==> config.mk <==
export PLATFORM = sky130hd
export DESIGN_NAME = sprite_plot_scheduler_flat
export DESIGN_NICKNAME = d
export VERILOG_FILES = /design/src/rtl/sprite_plot_scheduler_if.sv /design/src/rtl/sprite_plot_scheduler.sv /design/src/flat_wrapper.sv
export SDC_FILE = /design/constraint.sdc
export NUM_CORES = 1
export LEC_CHECK = 0
export BUFFER_PORTS_ARGS = -buffer_cell sky130_fd_sc_hd__buf_2
export CAP_MARGIN = 10
export CORE_MARGIN = 4
export CORE_UTILIZATION = 47
export CTS_CLUSTER_DIAMETER = 120
export DETAILED_ROUTE_END_ITERATION = 8
export PLACE_DENSITY = 0.87
export SLEW_MARGIN = 15
export SYNTH_ARGS = -nofsm -noshare
export SYNTH_HDL_FRONTEND = slang
export SYNTH_SLANG_ARGS = --single-unit
==> constraint.sdc <==
create_clock -name clock -period 4.4 [get_ports clock]
set_input_delay 0.88 -clock clock [delete_from_list [all_inputs] [get_ports clock]]
set_output_delay 0.88 -clock clock [all_outputs]
set_load 0.05 [all_outputs]
==> src/rtl/sprite_plot_scheduler_if.sv <==
// Bundle of the signals between sprite_plot_scheduler and the outside world.
//   slave  : scheduler side (takes tick/enable/requester pixels, drives start/erase/plot/status)
//   master : environment side (sprite drawers, frame timer, VGA adapter)
// Requester vectors are flattened; slot i lives at [i*W +: W].
interface sprite_plot_scheduler_if #(
  parameter int unsigned NUM_REQ  = 8,
  parameter int unsigned X_W      = 8,
  parameter int unsigned Y_W      = 7,
  parameter int unsigned COLOUR_W = 3
);
  logic                         frame_tick;
  logic [NUM_REQ-1:0]           enable;
  logic [NUM_REQ-1:0]           start;
  logic                         erase;
  logic [NUM_REQ-1:0]           req_valid;
  logic [NUM_REQ*X_W-1:0]       req_x;
  logic [NUM_REQ*Y_W-1:0]       req_y;
  logic [NUM_REQ*COLOUR_W-1:0]  req_colour;
  logic [NUM_REQ-1:0]           done;
  logic                         plot;
  logic [X_W-1:0]               plot_x;
  logic [Y_W-1:0]               plot_y;
  logic [COLOUR_W-1:0]          plot_colour;
  logic                         busy;
  logic                         frame_overrun;
  logic                         timeout_err;

  modport slave (
    input  frame_tick, enable, req_valid, req_x, req_y, req_colour, done,
    output start, erase, plot, plot_x, plot_y, plot_colour, busy, frame_overrun, timeout_err
  );

  modport master (
    output frame_tick, enable, req_valid, req_x, req_y, req_colour, done,
    input  start, erase, plot, plot_x, plot_y, plot_colour, busy, frame_overrun, timeout_err
  );
endinterface

==> src/rtl/sprite_plot_scheduler.sv <==
// Frame-synchronous scheduler sharing the single VGA pixel-write port among
// NUM_REQ sprite drawers. Each accepted frame_tick walks the enabled slots in
// ascending order; each slot gets an erase pass (colour 0) then a draw pass.
// Ports:
//   clock, reset : system clock, synchronous active-high reset
//   bus (slave)  : frame_tick/enable in, per-slot start out, shared erase out,
//                  requester pixel streams + done in, muxed plot port out,
//                  busy / frame_overrun / timeout_err status out
module sprite_plot_scheduler #(
  parameter int unsigned NUM_REQ  = 8,
  parameter int unsigned X_W      = 8,
  parameter int unsigned Y_W      = 7,
  parameter int unsigned COLOUR_W = 3,
  parameter int unsigned TIMEOUT  = 63
) (
  input  logic                   clock,
  input  logic                   reset,
  sprite_plot_scheduler_if.slave bus
);
  // idx must reach NUM_REQ without wrapping
  localparam int unsigned IDX_W = $clog2(NUM_REQ + 1);
  localparam int unsigned CNT_W = $clog2(TIMEOUT + 1);
  localparam logic [IDX_W-1:0] IDX_END  = IDX_W'(NUM_REQ);
  // the counter holds (cycles spent - 1), so this value marks the TIMEOUT-th cycle
  localparam logic [CNT_W-1:0] CNT_LAST = CNT_W'(TIMEOUT - 1);

  localparam logic [2:0] IDLE    = 3'd0;
  localparam logic [2:0] SEEK    = 3'd1;
  localparam logic [2:0] START_E = 3'd2;
  localparam logic [2:0] ERASE   = 3'd3;
  localparam logic [2:0] START_D = 3'd4;
  localparam logic [2:0] DRAW    = 3'd5;

  logic [2:0]         state, state_next;
  logic [IDX_W-1:0]   idx, idx_next;
  logic [NUM_REQ-1:0] mask, mask_next;
  logic [CNT_W-1:0]   cnt, cnt_next;
  logic [NUM_REQ-1:0] start_q, start_next;
  logic               busy_q, overrun_q, timeout_q, timeout_set;

  logic                sel_mask, sel_done, sel_valid;
  logic [X_W-1:0]      sel_x;
  logic [Y_W-1:0]      sel_y;
  logic [COLOUR_W-1:0] sel_colour;

  // Select the active slot's signals; idx==NUM_REQ selects nothing.
  always_comb begin
    sel_mask   = 1'b0;
    sel_done   = 1'b0;
    sel_valid  = 1'b0;
    sel_x      = '0;
    sel_y      = '0;
    sel_colour = '0;
    for (int unsigned i = 0; i < NUM_REQ; i++) begin
      if (32'(idx) == i) begin
        sel_mask   = mask[i];
        sel_done   = bus.done[i];
        sel_valid  = bus.req_valid[i];
        sel_x      = bus.req_x[i*X_W +: X_W];
        sel_y      = bus.req_y[i*Y_W +: Y_W];
        sel_colour = bus.req_colour[i*COLOUR_W +: COLOUR_W];
      end
    end
  end

  always_comb begin
    state_next  = state;
    idx_next    = idx;
    mask_next   = mask;
    cnt_next    = '0;
    timeout_set = 1'b0;
    case (state)
      IDLE: begin
        if (bus.frame_tick) begin
          mask_next  = bus.enable;
          idx_next   = '0;
          state_next = SEEK;
        end
      end
      SEEK: begin
        if (idx == IDX_END) begin
          state_next = IDLE;
        end else if (sel_mask) begin
          state_next = START_E;
        end else begin
          idx_next = idx + 1'b1;
        end
      end
      // done is deliberately not looked at in the START states
      START_E: state_next = ERASE;
      START_D: state_next = DRAW;
      ERASE, DRAW: begin
        if (sel_done) begin
          if (state == ERASE) begin
            state_next = START_D;
          end else begin
            idx_next   = idx + 1'b1;
            state_next = SEEK;
          end
        end else if (cnt == CNT_LAST) begin
          // abandon this slot entirely, including any pending draw pass
          timeout_set = 1'b1;
          idx_next    = idx + 1'b1;
          state_next  = SEEK;
        end else begin
          cnt_next = cnt + 1'b1;
        end
      end
      default: state_next = IDLE;
    endcase

    // start is registered, so it is decoded from the state being entered
    start_next = '0;
    if (state_next == START_E || state_next == START_D) begin
      for (int unsigned i = 0; i < NUM_REQ; i++) begin
        if (32'(idx_next) == i) start_next[i] = 1'b1;
      end
    end
  end

  always_ff @(posedge clock) begin
    if (reset) begin
      state     <= IDLE;
      idx       <= '0;
      mask      <= '0;
      cnt       <= '0;
      start_q   <= '0;
      busy_q    <= 1'b0;
      overrun_q <= 1'b0;
      timeout_q <= 1'b0;
    end else begin
      state     <= state_next;
      idx       <= idx_next;
      mask      <= mask_next;
      cnt       <= cnt_next;
      start_q   <= start_next;
      busy_q    <= (state_next != IDLE);
      overrun_q <= bus.frame_tick && (state != IDLE);
      if (timeout_set) timeout_q <= 1'b1;
    end
  end

  // Zero-latency pixel pass-through of the active slot.
  always_comb begin
    bus.plot        = 1'b0;
    bus.plot_x      = '0;
    bus.plot_y      = '0;
    bus.plot_colour = '0;
    if (state == ERASE || state == DRAW) begin
      bus.plot   = sel_valid;
      bus.plot_x = sel_x;
      bus.plot_y = sel_y;
      if (state == DRAW) bus.plot_colour = sel_colour;
    end
  end

  assign bus.erase         = (state == START_E) || (state == ERASE);
  assign bus.start         = start_q;
  assign bus.busy          = busy_q;
  assign bus.frame_overrun = overrun_q;
  assign bus.timeout_err   = timeout_q;

endmodule

==> src/flat_wrapper.sv <==
// flat-port wrapper written by rule: the top's interface ports become plain ports
module sprite_plot_scheduler_flat 
#(
  parameter int unsigned NUM_REQ  = 8,
  parameter int unsigned X_W      = 8,
  parameter int unsigned Y_W      = 7,
  parameter int unsigned COLOUR_W = 3,
  parameter int unsigned TIMEOUT  = 63
)
  (clock, reset, bus_frame_tick, bus_enable, bus_req_valid, bus_req_x, bus_req_y, bus_req_colour, bus_done, bus_start, bus_erase, bus_plot, bus_plot_x, bus_plot_y, bus_plot_colour, bus_busy, bus_frame_overrun, bus_timeout_err);
  sprite_plot_scheduler_if #(.NUM_REQ(NUM_REQ), .X_W(X_W), .Y_W(Y_W), .COLOUR_W(COLOUR_W)) bus_i ();
  input  logic clock;
  input  logic reset;
  input wire logic [$bits(bus_i.frame_tick)-1:0] bus_frame_tick;
  input wire logic [$bits(bus_i.enable)-1:0] bus_enable;
  input wire logic [$bits(bus_i.req_valid)-1:0] bus_req_valid;
  input wire logic [$bits(bus_i.req_x)-1:0] bus_req_x;
  input wire logic [$bits(bus_i.req_y)-1:0] bus_req_y;
  input wire logic [$bits(bus_i.req_colour)-1:0] bus_req_colour;
  input wire logic [$bits(bus_i.done)-1:0] bus_done;
  output wire logic [$bits(bus_i.start)-1:0] bus_start;
  output wire logic [$bits(bus_i.erase)-1:0] bus_erase;
  output wire logic [$bits(bus_i.plot)-1:0] bus_plot;
  output wire logic [$bits(bus_i.plot_x)-1:0] bus_plot_x;
  output wire logic [$bits(bus_i.plot_y)-1:0] bus_plot_y;
  output wire logic [$bits(bus_i.plot_colour)-1:0] bus_plot_colour;
  output wire logic [$bits(bus_i.busy)-1:0] bus_busy;
  output wire logic [$bits(bus_i.frame_overrun)-1:0] bus_frame_overrun;
  output wire logic [$bits(bus_i.timeout_err)-1:0] bus_timeout_err;
  assign bus_i.frame_tick = bus_frame_tick;
  assign bus_i.enable = bus_enable;
  assign bus_i.req_valid = bus_req_valid;
  assign bus_i.req_x = bus_req_x;
  assign bus_i.req_y = bus_req_y;
  assign bus_i.req_colour = bus_req_colour;
  assign bus_i.done = bus_done;
  assign bus_start = bus_i.start;
  assign bus_erase = bus_i.erase;
  assign bus_plot = bus_i.plot;
  assign bus_plot_x = bus_i.plot_x;
  assign bus_plot_y = bus_i.plot_y;
  assign bus_plot_colour = bus_i.plot_colour;
  assign bus_busy = bus_i.busy;
  assign bus_frame_overrun = bus_i.frame_overrun;
  assign bus_timeout_err = bus_i.timeout_err;
  sprite_plot_scheduler #(.NUM_REQ(NUM_REQ), .X_W(X_W), .Y_W(Y_W), .COLOUR_W(COLOUR_W), .TIMEOUT(TIMEOUT)) u_core (.clock(clock), .reset(reset), .bus(bus_i));
endmodule
==> run metrics <==
Total GRT Usage 30.61%; total power 1042 µW; Async S/R FF share, synth 0%; vias in the first global route 3898; Setup violations, final 0; number of enable flip-flop cells after synthesis 0; final core utilization 66.11%; pin count of the biggest net entering global routing 36; endpoints failing hold 0; Data arrival, critical path 3290 ps; DP Wirelength 10360 µm; CTS clk-pin slew, worst paths 70 ps; nets@finish 799; Max Freq 240.0 MHz; number of top-level pins 202; Crit path largest cell delay 530 ps; DRT iter0 DRCs 297; cell depth of the worst hold path 2; Die Y 89.34 µm; drt drc 0; outcome finished clean; # rows 29; number of buffers inserted by port buffering 201; sequential share of the synthesized area 20.60%; Psw 393.4 µW; Area growth, synth to finish 35.77%; Post-Route WL 12820 µm; Clock Tree Buf Depth 2; internal power 648.1 µW; final slew viol count 0; Mapped Avg Cell Area 7.050 µm²; final period utilization 94.68%; TritonCTS clock tree yes; CP endpoint kind output pin; skew final 6.337 ps; Num CTS Buffers 5; P_leak 0.001904 µW; Setup CP Type flip-flop to output pin; Rel. slew slack 33.87%; synthesized flop and latch total 32; CTS root buf clkbuf_8; DP Area 4106 µm²; Clk network pwr share 22.8%; VDD IR max 220.1 µV; Initial Util 48.69%; Clock Latency Late Sink 290 ps; Num Clock Sinks 32; core area 6386 µm²; GR Overflow Total 0; Netlist Area Pre-Place 3109 µm²; Sw Ratio 37.77%; DR WL/cell 18.29 µm; final RePlAce weighted congestion 1.045; Top FF cell, synth dfxtp_1; Hold WC Path Type flip-flop to flip-flop; Antenna Nets Post-Route 0; Seq pwr share 30.8%; Req. time, crit path 3520 ps; WHS 470.8 ps; Slowest cell on crit path a221oi_1; share of cells above drive strength 1 39.17%; vias 4319; H-tree levels 2; Die X 89.34 µm; antenna violations before repair 1; Gate Count Post-Synth 441; Final min period 4166 ps; critical-path cell list inv_1 > ha_1 > and2_1 > a221oi_1 > nor3_1 > a221oi_1 > a211oi_1 > a21oi_1 > a21oi_1 > buf_2; worst-margin pin slew 992.0 ps; Die ar. 7981 µm²; total power per unit cell area 246.7 nW/µm²; critical path peak fanout 19; First-pass DRT Iterations 5; Logic pwr share 46.4%; CTS Hold Buffers Added 0; reg2reg path depth 10; fin area 4222 µm²; warnings from Yosys 0; syn nets 618; Synth cell types 62; critical path startpoint category flip-flop; max-cap violations 0; global-route wire length before repair 18920 µm; post-DR vias/cell 6.161
==> cell usage after synthesis (all sizes together), types with 2 or more instances <==
master   count  area share (%)
nand3b       2            0.48
and3b        2            0.60
nor2        65             7.9
and2         4            0.80
nand2b       4            0.89
clkbuf      22             2.7
nand2       36             4.4
a221oi      40              11
o21ai       31             5.1
xnor2        2            0.56
nor2b        7             1.5
dfxtp       32              21
a21oi       49             7.9
xor2         3            0.85
o21a         3            0.97
a31oi        2            0.60
nand3       10             1.9
o22ai        2            0.40
mux2i        5             1.6
inv          9             1.1
ha           6             2.4
nor3        34             6.2
and3         2            0.40
nand4        2            0.40
o31a         2            0.56
a2111oi      2             1.2
buf         16             2.9
a211oi      30             8.1
or3          3            0.60
==> worst max-delay path, delay by kind of cell, from the launching register on <==
family	cells	cell delay [ps]
adder cells (fa/ha/maj)	1	360
AND/OR/NAND/NOR	2	520
buffers and inverters	2	330
flip-flops	1	510
AO/OA/AOI/OAI	5	1280
==> power by group through the flow <==
| stage | sequential, µW | combinational [µW] | clock (µW) |
|---|---|---|---|
| 2_1_floorplan | 326 | 301 | 0 |
| 3_3_place_gp | 326 | 458 | 0 |
| 3_5_place_dp | 326 | 466 | 0 |
| 4_1_cts | 320 | 467 | 237 |
| 5_1_grt | 323 | 529 | 251 |
| 6_report | 320 | 484 | 238 |
==> metrics by stage <==
| step | setup WS, ps | TNS [ps] | std cells |
|---|---|---|---|
| 4_1_cts | 222.4 | 0 | 698 |
| 3_5_place_dp | 528.9 | 0 | 690 |
| 2_1_floorplan | 596.4 | 0 | 441 |
| 3_3_place_gp | 605.0 | 0 | 690 |
| 6_report | 234.0 | 0 | 701 |
| 5_1_grt | -18.37 | -18.37 | 701 |
==> timing repair <==
item	CTS	global route
endpoints found under the setup margin	0	8
buffers inserted	0	2
resized for setup	0	2
==> kinds of logic after synthesis <==
logic type / synth area share, %
buffers and inverters: 6.640
and+or+nand+nor: 27.77
muxes: 1.610
AOI/OAI and AO/OA: 39.56
adders and majority gates: 2.414
xor gates and xnor gates: 1.409
DFF: 20.60
==> placed cells by master, fill, tap and decap left out, drive strengths merged, types with 5 or more instances in the layout <==
master and count:
buf 212, nor2 65, a21oi 49, a221oi 40
nand2 36, nor3 34, dfxtp 32, o21ai 31
a211oi 30, nand3 10, inv 9, nor2b 7
clkbuf 7, ha 6, mux2i 5
==> state kept, by name, summed over array words and instances (netlist names) <==
name,cells
u_core.state,3
u_core.cnt,6
u_core.idx,4
u_core.bus.frame_overrun,1
u_core.bus.timeout_err,1
u_core.bus.busy,1
u_core.mask,8
u_core.bus.start,8
==> path summary, 6_finish.rpt <==
kind                              end      startpoint  slack (ps)
hold reg to reg        u_core.mask[2]  u_core.mask[2]         470
hold / removal         u_core.mask[2]  u_core.mask[2]         470
setup / recovery        bus_plot_x[1]   u_core.idx[0]         230
setup reg to reg  u_core.bus.start[5]   u_core.idx[0]        1100
==> routing by layer <==
| layer | GRT usage (%) | share of wire, % | vias up |
|---|---|---|---|
| met3 | 6.267 | 10 | 46 |
| met2 | 55.32 | 50 | 261 |
| met1 | 35.60 | 36 | 1985 |
| li1 | - | - | 2027 |
| met5 | 0 | 0 | - |
| met4 | 10.55 | 3.1 | 0 |
==> cell type report <==
type                       instances  area (µm²)
clock buffer                       7       86.33
tap                               77       96.34
fill                             572        2165
timing repair buffer             212        1089
clock inverter                     1       7.507
inverter                           9       33.78
sequential                        32       640.6
multi-input combinational        362        2266
antenna                            1       2.502
Power figures use the tool's default switching activity.
